**src/rtl/mat_addr_gen.sv**
```systemverilog
// Row-major address sequencer for the matrix-multiply operand ports: walks M1 row and M2 inner
// index with start/done handshake, consumer stall, abort and single-pass or continuous modes.
module mat_addr_gen #(
    parameter int unsigned ROWS = 8,
    parameter int unsigned COLS = 64,
    parameter int unsigned A1_W = (ROWS > 1) ? $clog2(ROWS) : 1,
    parameter int unsigned A2_W = (COLS > 1) ? $clog2(COLS) : 1
) (
    input  logic            clk,
    input  logic            rst,
    input  logic            start,
    input  logic            stop,
    input  logic            en,
    input  logic            cont,
    output logic [A1_W-1:0] Dir_M1,
    output logic [A2_W-1:0] Dir_M2,
    output logic            valid,
    output logic            row_last,
    output logic            done,
    output logic            busy
);

    localparam logic [1:0] StIdle = 2'd0;
    localparam logic [1:0] StRun  = 2'd1;
    localparam logic [1:0] StDone = 2'd2;

    localparam logic [A1_W-1:0] M1Last = A1_W'(ROWS - 1);
    localparam logic [A2_W-1:0] M2Last = A2_W'(COLS - 1);

    logic [1:0]      r_state, w_state_d;
    logic [A1_W-1:0] r_m1, w_m1_d;
    logic [A2_W-1:0] r_m2, w_m2_d;
    logic            r_cont, w_cont_d;
    logic            r_valid, w_valid_d;
    logic            r_done, w_done_d;
    logic            r_busy, w_busy_d;

    always_comb begin
        w_state_d = r_state;
        w_m1_d    = r_m1;
        w_m2_d    = r_m2;
        w_cont_d  = r_cont;
        w_valid_d = r_valid;
        w_done_d  = 1'b0;
        w_busy_d  = r_busy;
        case (r_state)
            StIdle: begin
                if (start && !stop) begin
                    w_state_d = StRun;
                    w_cont_d  = cont;
                    w_m1_d    = '0;
                    w_m2_d    = '0;
                    w_valid_d = 1'b1;
                    w_busy_d  = 1'b1;
                end
            end
            StRun: begin
                // stop outranks both the stall and the last-pair transition
                if (stop) begin
                    w_state_d = StIdle;
                    w_m1_d    = '0;
                    w_m2_d    = '0;
                    w_valid_d = 1'b0;
                    w_busy_d  = 1'b0;
                end else if (en) begin
                    if (r_m2 != M2Last) begin
                        w_m2_d = r_m2 + A2_W'(1);
                    end else if (r_m1 != M1Last) begin
                        w_m2_d = '0;
                        w_m1_d = r_m1 + A1_W'(1);
                    end else begin
                        w_m1_d   = '0;
                        w_m2_d   = '0;
                        w_done_d = 1'b1;
                        if (!r_cont) begin
                            w_state_d = StDone;
                            w_valid_d = 1'b0;
                        end
                    end
                end
            end
            StDone: begin
                w_state_d = StIdle;
                w_m1_d    = '0;
                w_m2_d    = '0;
                w_valid_d = 1'b0;
                w_busy_d  = 1'b0;
            end
            default: begin
                w_state_d = StIdle;
                w_m1_d    = '0;
                w_m2_d    = '0;
                w_valid_d = 1'b0;
                w_busy_d  = 1'b0;
            end
        endcase
    end

    always_ff @(posedge clk or posedge rst) begin
        if (rst) begin
            r_state <= StIdle;
            r_m1    <= '0;
            r_m2    <= '0;
            r_cont  <= 1'b0;
            r_valid <= 1'b0;
            r_done  <= 1'b0;
            r_busy  <= 1'b0;
        end else begin
            r_state <= w_state_d;
            r_m1    <= w_m1_d;
            r_m2    <= w_m2_d;
            r_cont  <= w_cont_d;
            r_valid <= w_valid_d;
            r_done  <= w_done_d;
            r_busy  <= w_busy_d;
        end
    end

    assign Dir_M1   = r_m1;
    assign Dir_M2   = r_m2;
    assign valid    = r_valid;
    assign done     = r_done;
    assign busy     = r_busy;
    assign row_last = r_valid && (r_m2 == M2Last);

endmodule

```
**config.mk**
```make
export PLATFORM = sky130hd
export DESIGN_NAME = mat_addr_gen
export DESIGN_NICKNAME = d
export VERILOG_FILES = /design/src/rtl/mat_addr_gen.sv
export SDC_FILE = /design/constraint.sdc
export NUM_CORES = 1
export LEC_CHECK = 0
export CORE_ASPECT_RATIO = 0.8
export CORE_UTILIZATION = 42
export DETAILED_ROUTE_END_ITERATION = 12
export PLACE_DENSITY = 0.71
export SLEW_MARGIN = 20
export SYNTH_ARGS = -nofsm -noshare
export SYNTH_HDL_FRONTEND = slang
export SYNTH_SLANG_ARGS = --single-unit
export TNS_END_PERCENT = 100
```
**constraint.sdc**
```tcl
create_clock -name clk -period 1.64 [get_ports clk]
set_clock_uncertainty 0.2 [all_clocks]
set_input_delay 0.164 -clock clk [delete_from_list [all_inputs] [get_ports clk]]
set_output_delay 0.164 -clock clk [all_outputs]
set_load 0.01 [all_outputs]
```
* Word level (Yosys, flattened, before mapping)
Index checks and enable logic that the tools add are counted.
Operators by class: add/subtract/negate cells 2, reductions and logical operators 9, equality and inequality tests 10, mux-type cells 32
Operators with widths (number):
- $mux W6 | 4
- $mux W3 | 5
- $ne A3 B3 Y1 const B | 5
- $mux W1 | 12
- $mux W2 | 6
- $pmux W6 S2 | 1
- $add A6 B1 Y6 const B | 1
- $eq A6 B6 Y1 const B | 1
- $ne A6 B6 Y1 const B | 1
- $pmux W3 S2 | 1
- $reduce_and A2 Y1 | 3
- $reduce_and A5 Y1 | 1
- $ne A2 B2 Y1 const B | 2
- $pmux W1 S2 | 2
- $pmux W2 S2 | 1
- $add A3 B1 Y3 const B | 1
- $reduce_and A3 Y1 | 1
- $eq A2 B1 Y1 const B | 1
- $logic_and A1 B1 Y1 | 2
- $logic_not A2 Y1 | 1
- $logic_not A1 Y1 | 1
Word-level totals: flip-flop bits (word level) 15

* Depth between registers and ports, before layout
word-level depth 6, depth in mapped cells 5

* Worst setup path after synthesis
No wires, ideal clock.
path type register -> register, from register r_m2[0] (netlist: Dir_M2[0]), to register r_m1[0] (netlist: Dir_M1[0]), clock period less this slack 1.636 ns, setup slack 0.004 ns, cell stages (with the launch flop) 6, data arrival time 1.315 ns, path through dfrtp_1 > ha_1 > and3_1 > nand3_1 > a21o_1 > a22o_1
On the way: cells in the longest elaborated chain, start to end 3
Ends and longest elaborated chain:
- from (decl) | RTL line 32 | logic [A2_W-1:0] r_m2, w_m2_d;
- from (signal assigned) | RTL line 111 | r_m2 <= w_m2_d;
- $ne A6 B6 Y1 | RTL line 66 | if (r_m2 != M2Last) begin
- $ne A3 B3 Y1 (no line)
- $reduce_and A3 Y1 (no line)
- to (signal assigned) | RTL line 110 | r_m1 <= w_m1_d;
- to (decl) | RTL line 31 | logic [A1_W-1:0] r_m1, w_m1_d;
Every way passes these cells. A chain may end at the register's enable or synchronous reset.

* Final worst setup path
from register r_m2[1] (netlist: Dir_M2[1]), to output port row_last
On the way: cells in the longest elaborated chain, start to end 2
Ends and longest elaborated chain:
- $eq A6 B6 Y1 | RTL line 124 | assign row_last = r_valid && (r_m2 == M2Last);
- $logic_and A1 B1 Y1 | RTL line 124
- to (decl) | RTL line 18 | output logic row_last,
Every way passes these cells.

==> load_flow_metrics.sql <==
INSERT INTO impl_metrics (metric_group, metric, value, unit) VALUES
('cts', 'cts_htree_levels', '1', ''),
('power_and_ir_drop', 'p_leak', '0.573', 'nW'),
('synthesis', 'syn_area', '768', 'sq um'),
('sta', 'finalCriticalPeriod', '1.76', 'ns'),
('worst_setup_path', 'worst-r2r-cell-count', '6', ''),
('floorplan', 'ioPinCount', '19', ''),
('global_routing', 'grt_max_degree', '15', ''),
('synthesis', 'synth.area.top_cells', 'dfrtp_1 (46%), ha_1 (4.9%), nor2_1 (4.9%)', ''),
('synthesis', 'synth_seq_area_share', '0.456', ''),
('cts', 'ctsLongestPathBuffers', '2', ''),
('floorplan', 'floorplan.die_area', '0.00201', 'sq mm'),
('layout', 'layout-drive-gt1-share', '0.381', ''),
('power_and_ir_drop', 'power_density', '566', 'mW/mm^2'),
('cts', 'tritoncts', 'built', ''),
('placement', 'dp_hpwl', '1370', 'um'),
('worst_setup_path', 'path_max_fanout', '2', ''),
('drt', 'drt-pass1-iter-count', '4', ''),
('floorplan', 'die_wd', '49.8', 'um'),
('drt', 'detail_route.wl_per_cell', '14.7', 'um'),
('layout', 'antenna_cells', '0', ''),
('placement', 'placement.setup.worst_slack', '-0.301', 'ns'),
('layout', 'final_util', '0.715', ''),
('worst_setup_path', 'r2r-start', 'Dir_M2[1]$_DFFE_PP0P_', ''),
('synthesis', 'synth_largest_area_cell', 'dfrtp_1', ''),
('drt', 'drtAntennaViolNets', '0', ''),
('synthesis', 'ys_dominant_reg_cell', 'dfrtp_1', ''),
('global_routing', 'globalRoute.totalOverflow', '0', ''),
('worst_setup_path', 'critPathMaxStageDelay', '0.36', 'ns'),
('worst_setup_path', 'cell_class_contributing_the_biggest_share_of_worst_path_delay', 'simple AND/OR/NAND/NOR gates', ''),
('sta', 'relSlewSlack', '0.649', ''),
('layout', 'num-nets-final', '124', ''),
('worst_setup_path', 'crit_path_top_delay_cell', 'dfrtp_1', ''),
('sta', 'postLayoutSetupSlackWorst', '-0.115', 'ns'),
('placement', 'globalplace.congestion', '0.841', ''),
('layout', 'layout.cells.most_common', 'buf_4', ''),
('synthesis', 'ys_warn_count', '0', ''),
('synthesis', 'yosysTopAreaCellShare', '0.456', ''),
('drt', 'via_count', '692', ''),
('drt', 'detail_route.iter0.violations', '8', ''),
('floorplan', 'start_util', '0.459', ''),
('synthesis', 'yosys_register_bits', '14', ''),
('sta', 'hold_viol', '0', ''),
('placement', 'postPlaceCellArea', '0.00107', 'sq mm'),
('worst_setup_path', 'worstPathBufferInverterCount', '1', ''),
('sta', 'setup-violations-final', '4', ''),
('cts', 'cts_num_sinks', '14', ''),
('global_routing', 'global_route.usage.total', '0.229', ''),
('cts', 'cts-hold-fix-buffers', '0', ''),
('drt', 'routed_via_density', '5.13', ''),
('worst_setup_path', 'timing.critical_path.to_type', 'output port', ''),
('synthesis', 'synth-async-reset-ratio', '1.00', ''),
('run_status', 'violated_checks', 'negative setup slack', ''),
('sta', 'hold_ws', '0.0243', 'ns'),
('floorplan', 'core_area', '0.00168', 'sq mm'),
('cts', 'cts-buffers-inserted', '3', ''),
('cts', 'clk_transition_reported_paths', '0.07', 'ns'),
('sta', 'final_min_period_over_clock_period', '1.07', ''),
('run_status', 'run_status', 'finished, violations left', ''),
('sta', 'worst_pin_slew', '0.526', 'ns'),
('placement', 'io_buffer_count', '18', ''),
('sta', 'grt_setup_unrepaired', 'true', ''),
('worst_setup_path', 'timing.reg2reg.setup_slack', '-0.04', 'ns'),
('worst_setup_path', 'criticalPathCategory', 'flip-flop to output port', ''),
('worst_setup_path', 'start_kind', 'flip-flop', ''),
('global_routing', 'grt_pass1_vias', '711', ''),
('power_and_ir_drop', 'power.ir.vdd_worst', '0.483', 'mV'),
('sta', 'fmax', '570', 'MHz'),
('drt', 'finalWirelength', '1980', 'um'),
('sta', 'drv_slew', '0', ''),
('cts', 'clock_latency', '0.27', 'ns'),
('hold_path', 'timing.hold.worst.class', 'primary input to asynchronous set/reset pin', '');
through the flow:
stage / total power [mW] / cells
2_1_floorplan: 0.432 / 74
3_3_place_gp: 0.492 / 126
3_5_place_dp: 0.495 / 126
4_1_cts: 0.679 / 132
5_1_grt: 0.722 / 135
6_report: 0.678 / 135
what timing repair did:
action                                  4_1_cts  5_1_grt
endpoints found under the setup margin       14       12
buffers inserted                              3        3
gates resized for setup                      17       11
pin swaps                                     4        7
flip-flops by register name, indices dropped and copies added, names as in the netlist:
register / cells
Dir_M1: 3
Dir_M2: 6
busy: 1
done: 1
r_cont: 1
r_state: 1
valid: 1
layout make-up:
class	count	area, sq um	area share
multi-input combinational	56	463	0.387
sequential	14	352	0.294
timing repair buffer	38	325	0.272
tap	22	27.5	0.0230
clock buffer	3	22.5	0.0188
inverter	2	7.51	0.00627
cell usage after synthesis (2+ instances only):
cell type  count
and3_1         3
nand3b_1       2
nand2_1        7
nand3_1        4
nor3_1         2
a21oi_1        3
nor2_1        10
dfrtp_1       14
a22o_1         4
ha_1           3
inv_1          2
xnor2_1        2
worst reg2reg max path: cells and delay by family (launching register included):
kind                       cells  cell delay [ns]
AOI/OAI and AO/OA              2             0.46
adders and majority gates      1             0.19
buffers and inverters          1             0.11
DFF                            1             0.36
and+or+nand+nor                2             0.25
logic make-up (layout without fill, tap and decap cells):
logic type	after synthesis	in the layout	synth area share
flops	14	14	0.456
compound gates	14	14	0.160
buf+inv	4	43	0.0261
fa+ha+maj	3	3	0.0489
simple gates	35	35	0.257
mux	2	2	0.0293
xor+xnor	2	2	0.0228
worst max path at each step:
| stage | cells after the start | slack, ns | to | from |
|---|---|---|---|---|
| after floorplan | 5 | 0.004 | Dir_M1[0]$_DFFE_PP0P_ | Dir_M2[0]$_DFFE_PP0P_ |
| after global placement | 5 | -0.29 | Dir_M1[2]$_DFFE_PP0P_ | stop |
| after detailed placement | 5 | -0.30 | row_last | Dir_M2[0]$_DFFE_PP0P_ |
| after CTS | 5 | -0.11 | row_last | Dir_M2[1]$_DFFE_PP0P_ |
| after global routing | 5 | -0.17 | row_last | Dir_M2[1]$_DFFE_PP0P_ |
| final | 5 | -0.12 | row_last | Dir_M2[1]$_DFFE_PP0P_ |
routing by layer:
layer | GRT usage | vias up | routed length [um]
li1 | - | 349 | -
met1 | 0.274 | 323 | 905
met2 | 0.409 | 18 | 957
met3 | 0.0758 | 2 | 109
met4 | 0.0571 | 0 | 9
met5 | 0 | - | 0
power breakdown:
part	switching [mW]	total (mW)	leakage, nW	internal (mW)
registers	0.0104	0.369	0.187	0.358
clock network	0.0980	0.183	0.0138	0.0851
logic	0.0592	0.126	0.373	0.0666
Note: power is estimated with default switching activity, not from simulation.
